===== src/rtl/uart_rx_ctrl.sv =====
`default_nettype none
// ============================================================================
// Module      : uart_rx_ctrl
// Description : Control and buffering wrapper around a UART receive datapath.
//               - Free-running baud tick generator (divisor in clocks).
//               - Glitch-free reconfiguration: divisor and parity select are
//                 staged in shadow registers and applied only between frames.
//               - First-word fall-through receive FIFO with drop-on-full.
//               - Sticky overrun flag and saturating errored-frame counter.
// Revision    : 1.0 - initial release
// ----------------------------------------------------------------------------
// Parameters
//   DEPTH         receive FIFO entries (power of two, 2..16)
//   DIV_RST       baud divisor loaded at reset
// Ports
//   clk           single clock, all logic on the rising edge
//   reset         synchronous, active-high
//   cfg_we        config write strobe (captures cfg_div / cfg_p_sel)
//   cfg_div       baud divisor, clocks per baud_tick
//   cfg_p_sel     parity select for the RX datapath
//   baud_tick     one-cycle tick to the RX datapath
//   p_sel         applied parity select to the RX datapath
//   rx_busy       RX datapath is mid-frame
//   rx_done       one-cycle frame-complete pulse
//   rx_data       received byte, valid with rx_done
//   rx_p_error    parity error, valid with rx_done
//   rx_stop_error stop-bit error, valid with rx_done
//   m_valid       FIFO head valid
//   m_ready       consumer accepts the head entry
//   m_data        head byte (0 when empty)
//   m_err         head flags {stop_error, p_error} (0 when empty)
//   fifo_level    number of entries held
//   overrun       sticky: a frame was dropped because the FIFO was full
//   err_cnt       saturating count of errored frames
//   clr_status    clears overrun and err_cnt
// ============================================================================
module uart_rx_ctrl #(
  parameter int          DEPTH   = 4,
  parameter logic [15:0] DIV_RST = 16'd868
) (
  input  logic                     clk,
  input  logic                     reset,
  // configuration
  input  logic                     cfg_we,
  input  logic [15:0]              cfg_div,
  input  logic                     cfg_p_sel,
  // to / from the RX datapath
  output logic                     baud_tick,
  output logic                     p_sel,
  input  logic                     rx_busy,
  input  logic                     rx_done,
  input  logic [7:0]               rx_data,
  input  logic                     rx_p_error,
  input  logic                     rx_stop_error,
  // received-byte stream
  output logic                     m_valid,
  input  logic                     m_ready,
  output logic [7:0]               m_data,
  output logic [1:0]               m_err,
  // status
  output logic [$clog2(DEPTH):0]   fifo_level,
  output logic                     overrun,
  output logic [7:0]               err_cnt,
  input  logic                     clr_status
);

  // --------------------------------------------------------------------------
  // Constants
  // --------------------------------------------------------------------------
  localparam int                c_PW       = $clog2(DEPTH);  // pointer width
  localparam int                c_LW       = c_PW + 1;       // level width
  localparam logic [c_LW-1:0]   c_DEPTH_LV = c_LW'(DEPTH);
  localparam logic [c_PW-1:0]   c_PTR_ONE  = c_PW'(1);
  localparam logic [c_LW-1:0]   c_LVL_ONE  = c_LW'(1);
  localparam logic [7:0]        c_ERR_MAX  = 8'hFF;

  // --------------------------------------------------------------------------
  // Reconfiguration FSM
  //   RUN   : normal operation
  //   PEND  : a config write is waiting for the datapath to go idle
  //   APPLY : one cycle in which the shadow config becomes live
  // --------------------------------------------------------------------------
  typedef enum logic [1:0] {
    RUN   = 2'd0,
    PEND  = 2'd1,
    APPLY = 2'd2
  } state_t;

  state_t r_state;
  state_t w_state_nxt;
  logic   w_apply;

  always_ff @(posedge clk) begin
    if (reset) begin
      r_state <= RUN;
    end else begin
      r_state <= w_state_nxt;
    end
  end

  always_comb begin
    w_state_nxt = r_state;
    w_apply     = 1'b0;
    case (r_state)
      RUN: begin
        if (cfg_we) begin
          w_state_nxt = PEND;
        end
      end
      PEND: begin
        // PEND always lasts at least one cycle, so an idle datapath at the
        // time of the write still passes through PEND exactly once.
        if (!rx_busy) begin
          w_state_nxt = APPLY;
        end
      end
      APPLY: begin
        w_apply     = 1'b1;
        w_state_nxt = RUN;
      end
      default: begin
        w_state_nxt = RUN;
      end
    endcase
  end

  // --------------------------------------------------------------------------
  // Shadow and live configuration
  // --------------------------------------------------------------------------
  logic [15:0] r_sh_div;
  logic        r_sh_p_sel;
  logic [15:0] r_div;
  logic        r_p_sel;
  logic [15:0] w_apply_div;
  logic        w_apply_p_sel;

  always_ff @(posedge clk) begin
    if (reset) begin
      r_sh_div   <= DIV_RST;
      r_sh_p_sel <= 1'b0;
    end else if (cfg_we) begin
      r_sh_div   <= cfg_div;
      r_sh_p_sel <= cfg_p_sel;
    end
  end

  // A write landing in the APPLY cycle itself is forwarded straight to the
  // live registers, so the most recent write is never lost.
  assign w_apply_div   = cfg_we ? cfg_div   : r_sh_div;
  assign w_apply_p_sel = cfg_we ? cfg_p_sel : r_sh_p_sel;

  always_ff @(posedge clk) begin
    if (reset) begin
      r_div   <= DIV_RST;
      r_p_sel <= 1'b0;
    end else if (w_apply) begin
      r_div   <= w_apply_div;
      r_p_sel <= w_apply_p_sel;
    end
  end

  assign p_sel = r_p_sel;

  // --------------------------------------------------------------------------
  // Baud tick generator
  //   The counter runs 0..div-1; the tick is decoded from the count so that
  //   the first tick after a restart falls exactly div cycles later.
  //   Divisors of 0 and 1 both mean "tick every cycle".
  // --------------------------------------------------------------------------
  logic [15:0] r_cnt;
  logic        w_div_le1;
  logic        w_cnt_end;

  assign w_div_le1 = (r_div <= 16'd1);
  assign w_cnt_end = w_div_le1 || (r_cnt == (r_div - 16'd1));
  assign baud_tick = (r_state != APPLY) && w_cnt_end;

  always_ff @(posedge clk) begin
    if (reset) begin
      r_cnt <= 16'd0;
    end else if (w_apply || w_cnt_end) begin
      r_cnt <= 16'd0;
    end else begin
      r_cnt <= r_cnt + 16'd1;
    end
  end

  // --------------------------------------------------------------------------
  // Receive FIFO (first-word fall-through)
  //   Entry layout: {stop_error, p_error, data[7:0]}
  // --------------------------------------------------------------------------
  logic [9:0]      r_mem [DEPTH];
  logic [c_PW-1:0] r_wr_ptr;
  logic [c_PW-1:0] r_rd_ptr;
  logic [c_LW-1:0] r_level;
  logic            w_full;
  logic            w_pop;
  logic            w_push;
  logic            w_drop;
  logic [9:0]      w_head;

  assign w_full = (r_level == c_DEPTH_LV);
  assign w_pop  = m_valid & m_ready;
  // A full FIFO still accepts a frame when the head leaves in the same cycle.
  assign w_push = rx_done & (~w_full | w_pop);
  assign w_drop = rx_done & w_full & ~w_pop;

  // Storage carries no reset; validity is tracked by the level/pointers.
  always_ff @(posedge clk) begin
    if (!reset && w_push) begin
      r_mem[r_wr_ptr] <= {rx_stop_error, rx_p_error, rx_data};
    end
  end

  // DEPTH is a power of two, so the pointers wrap naturally.
  always_ff @(posedge clk) begin
    if (reset) begin
      r_wr_ptr <= '0;
      r_rd_ptr <= '0;
      r_level  <= '0;
    end else begin
      if (w_push) begin
        r_wr_ptr <= r_wr_ptr + c_PTR_ONE;
      end
      if (w_pop) begin
        r_rd_ptr <= r_rd_ptr + c_PTR_ONE;
      end
      case ({w_push, w_pop})
        2'b10:   r_level <= r_level + c_LVL_ONE;
        2'b01:   r_level <= r_level - c_LVL_ONE;
        default: r_level <= r_level;
      endcase
    end
  end

  assign m_valid    = (r_level != '0);
  assign w_head     = m_valid ? r_mem[r_rd_ptr] : 10'd0;
  assign m_data     = w_head[7:0];
  assign m_err      = w_head[9:8];
  assign fifo_level = r_level;

  // --------------------------------------------------------------------------
  // Status: sticky overrun and saturating errored-frame counter.
  //   clr_status takes effect first, then same-cycle events are counted, so
  //   no event is lost in the clearing cycle.
  // --------------------------------------------------------------------------
  logic       r_overrun;
  logic [7:0] r_err_cnt;
  logic       w_err_evt;

  // Errored frames are counted whether or not they fit in the FIFO.
  assign w_err_evt = rx_done & (rx_p_error | rx_stop_error);

  always_ff @(posedge clk) begin
    if (reset) begin
      r_overrun <= 1'b0;
      r_err_cnt <= 8'd0;
    end else if (clr_status) begin
      r_overrun <= w_drop;
      r_err_cnt <= {7'd0, w_err_evt};
    end else begin
      if (w_drop) begin
        r_overrun <= 1'b1;
      end
      if (w_err_evt && (r_err_cnt != c_ERR_MAX)) begin
        r_err_cnt <= r_err_cnt + 8'd1;
      end
    end
  end

  assign overrun = r_overrun;
  assign err_cnt = r_err_cnt;

endmodule : uart_rx_ctrl
`default_nettype wire


===== config.mk =====
export PLATFORM = sky130hd
export DESIGN_NAME = uart_rx_ctrl
export DESIGN_NICKNAME = d
export VERILOG_FILES = /design/src/rtl/uart_rx_ctrl.sv
export SDC_FILE = /design/constraint.sdc
export NUM_CORES = 1
export LEC_CHECK = 0
export CAP_MARGIN = 10
export CORE_MARGIN = 4
export CORE_UTILIZATION = 45
export DETAILED_ROUTE_END_ITERATION = 16
export HOLD_SLACK_MARGIN = 0.02
export PLACE_DENSITY_LB_ADDON = 0.25
export SYNTH_ARGS = -nofsm -noshare
export SYNTH_HDL_FRONTEND = slang
export SYNTH_SLANG_ARGS = --single-unit
export TNS_END_PERCENT = 100

===== constraint.sdc =====
create_clock -name clk -period 2.7 [get_ports clk]
set_input_delay 0.675 -clock clk [delete_from_list [all_inputs] [get_ports clk]]
set_output_delay 0.675 -clock clk [all_outputs]
set_load 0.05 [all_outputs]

==> results.txt <==
outcome - finished with violations
failing checks - setup timing
multi-input logic area - 2280 µm²
CP endpoint kind - output pin
clk_skew - 0.0142 ns
PwrDens - 566 nW/µm²
row count - 37
Worst setup SP type - register
largest net degree at the start of global routing - 24
Setup Viol. Count Final - 1
GRT overflow - 0
synth warn - 0
leak pwr - 2.42 nW
number of port buffers - 58
Final Hold Viols - 0
syn nets - 487
sequential area share after synthesis - 53.1%
EDFF count, synth - 40
iteration-0 DRC count of the detailed router - 237
routed wire length - 10900 µm
Ant. Diodes - 0
Syn Inst Count - 444
nets - 591
maximum VDD drop - 0.316 mV
achievable clock frequency - 0.288 GHz
Worst Path Required - 2.03 ns
Seq. cell area - 2610 µm²
Final period util - 129%
Die ar. - 12600 µm²
HPWL after detailed placement - 8040 µm
Initial Utilization - 46.9%
initial antenna violation count - 0
layout cells sized above 1 - 21.7%
WS Path Type - register to output pin
total number of vias - 3689
clk sinks - 110
clock-pin slew on the worst setup and hold paths - 0.10 ns
arrival time worst endpoint - 2.80 ns
post-route ant nets - 0
clk buf depth - 2
cell area after synthesis - 4900 µm²
die height - 112 µm
max-slew violation count - 0
drt first pass iters - 5
Tot Pwr - 0.00357 W
Hold Crit Class - register to register
CTS tree - built
Clock Tree Root - clkbuf_8
vias in the first global route - 3606
Crit Path Max Fanout - 7
TritonCTS buffer count - 9
commonest non-fill, non-tap cell in the layout - dfxtp_1
routability cong. - 0.942
worst-margin pin slew - 0.868 ns
die width - 112 µm
H-tree levels - 3
Tot GR Track Use - 17.7%
maxcap violations - 0
number of vias per cell - 5.35
Async S/R FF share, synth - 0%
most frequent cells in the layout - dfxtp_1 (68), buf_4 (67), nor2_1 (46), clkdlybuf4s50_1 (46), edfxtp_1 (40)
final hold slack - 0.473 ns
Layout area overhead - 28.6%
clock period minus final worst setup slack - 3.47 ns
Inst Count DP - 670
Final WS setup - -0.771 ns
relative max-transition margin - 42.1%
prevailing post-synth register cell - dfxtp_1
first-pass GRT wire length - 18100 µm
Final Non-Filler Cells - 689
core area - 10500 µm²
boundary pin count - 59
CTS Hold Bufs - 0
drt drc - 0
Fill cells - 891
synth unique cells - 51
Synth Area per Inst - 11.0 µm²
RSZ-0062 raised after global routing - yes
detailed-route wire length per cell - 15.8 µm
Synth Register Bits - 110
Worst-Skew Late Latency - 0.37 ns
-- power by group --
group / leakage, nW / internal [W] / total [W] / switching [W]
clock: 0.0927 / 0.000364 / 0.000947 / 0.000583
sequential: 0.936 / 0.00179 / 0.00184 / 0.0000486
combinational: 1.39 / 0.000333 / 0.000780 / 0.000447
total: 2.42 / 0.00249 / 0.00357 / 0.00108
-- Yosys cell counts (all sizes together) (3+ instances only) --
library cell	number	share of area (%)
xnor2	19	3.4
a31oi	3	0.38
nor2	46	3.5
nor4	5	0.64
clkbuf	14	1.1
nand2	18	1.4
dfxtp	70	29
and2	14	1.8
buf	8	0.84
o22a	10	1.8
ha	8	2.0
a21oi	7	0.71
a211o	5	0.89
nand4	8	1.0
mux2i	16	3.3
xor2	27	4.8
nor3	22	2.2
and3	9	1.1
mux4	10	4.6
edfxtp	40	25
nor2b	8	1.0
or4	4	0.61
inv	12	0.92
nand3	12	1.2
nand2b	6	0.77
o21ai	14	1.4
-- layout make-up --
type | instances | area share (%)
inverter | 12 | 0.715
multi-input combinational | 299 | 36.3
timing repair buffer | 116 | 16.0
tap | 136 | 2.70
sequential | 110 | 41.3
clock buffer | 10 | 2.04
clock inverter | 6 | 0.993
-- flip-flops by register name, indices dropped and copies added (netlist names), named ones only --
signal      count
r_rd_ptr        2
r_sh_p_sel      1
r_mem          40
r_cnt          16
p_sel           1
fifo_level      3
r_wr_ptr        2
r_sh_div       16
r_div          16
r_state         2
err_cnt         8
overrun         1
-- cell families (layout without fill, tap and decap cells) --
group,count (synthesis),count (layout),synth area share (%)
xor gates and xnor gates,46,46,8.22
muxes,26,26,7.86
DFF,110,110,53.1
adders and majority gates,9,9,2.45
AOI/OAI and AO/OA,56,56,8.30
buffers and inverters,35,144,3.04
and+or+nand+nor,162,162,17.0
-- worst max-delay path: stages (launching register included) --
cell and delay [ns]:
dfxtp_2 0.34, or4_1 0.53, buf_6 0.17, o31ai_4 0.19
a21oi_1 0.09, a311oi_1 0.21, a31oi_1 0.10, or4_4 0.46
a21oi_4 0.19, buf_12 0.15
-- through the flow --
stage | worst slack, ns | TNS [ns] | instance area, µm² | util (%)
6_report | -0.771 | -0.771 | 6300 | 60.2
5_1_grt | -0.884 | -0.947 | 6300 | 60.2
4_1_cts | -0.757 | -0.757 | 6200 | 59.2
3_5_place_dp | -0.368 | -0.448 | 6000 | 57.4
3_3_place_gp | -0.313 | -0.313 | 6000 | 57.4
2_1_floorplan | -0.380 | -0.380 | 4980 | -
-- what timing repair did --
action                                  in CTS  in global routing
endpoints found under the setup margin       1                 17
setup buffers                                0                  3
gates resized for setup                      1                 18
pin swaps                                    1                 11
-- worst paths after layout --
kind | start | to | slack (ns) | depth (start not counted)
worst max register to register | r_div[0]$_SDFFE_PP0N_ | r_cnt[7]$_SDFF_PP0_ | 0.17 | 10
worst min-delay path | overrun$_SDFFE_PP0P_ | overrun$_SDFFE_PP0P_ | 0.47 | 2
worst min register to register | overrun$_SDFFE_PP0P_ | overrun$_SDFFE_PP0P_ | 0.47 | 2
worst max-delay path | r_div[0]$_SDFFE_PP0N_ | baud_tick | -0.77 | 9
-- routing by layer --
layer | vias to the layer above | GRT usage (%) | wire length, µm
met3 | 10 | 4.15 | 582
li1 | 1805 | - | -
met5 | - | 0 | 0
met1 | 1783 | 23.6 | 4940
met4 | 0 | 4.25 | 104
met2 | 91 | 29.5 | 5260
No activity file was read; power rests on OpenSTA's default activity.
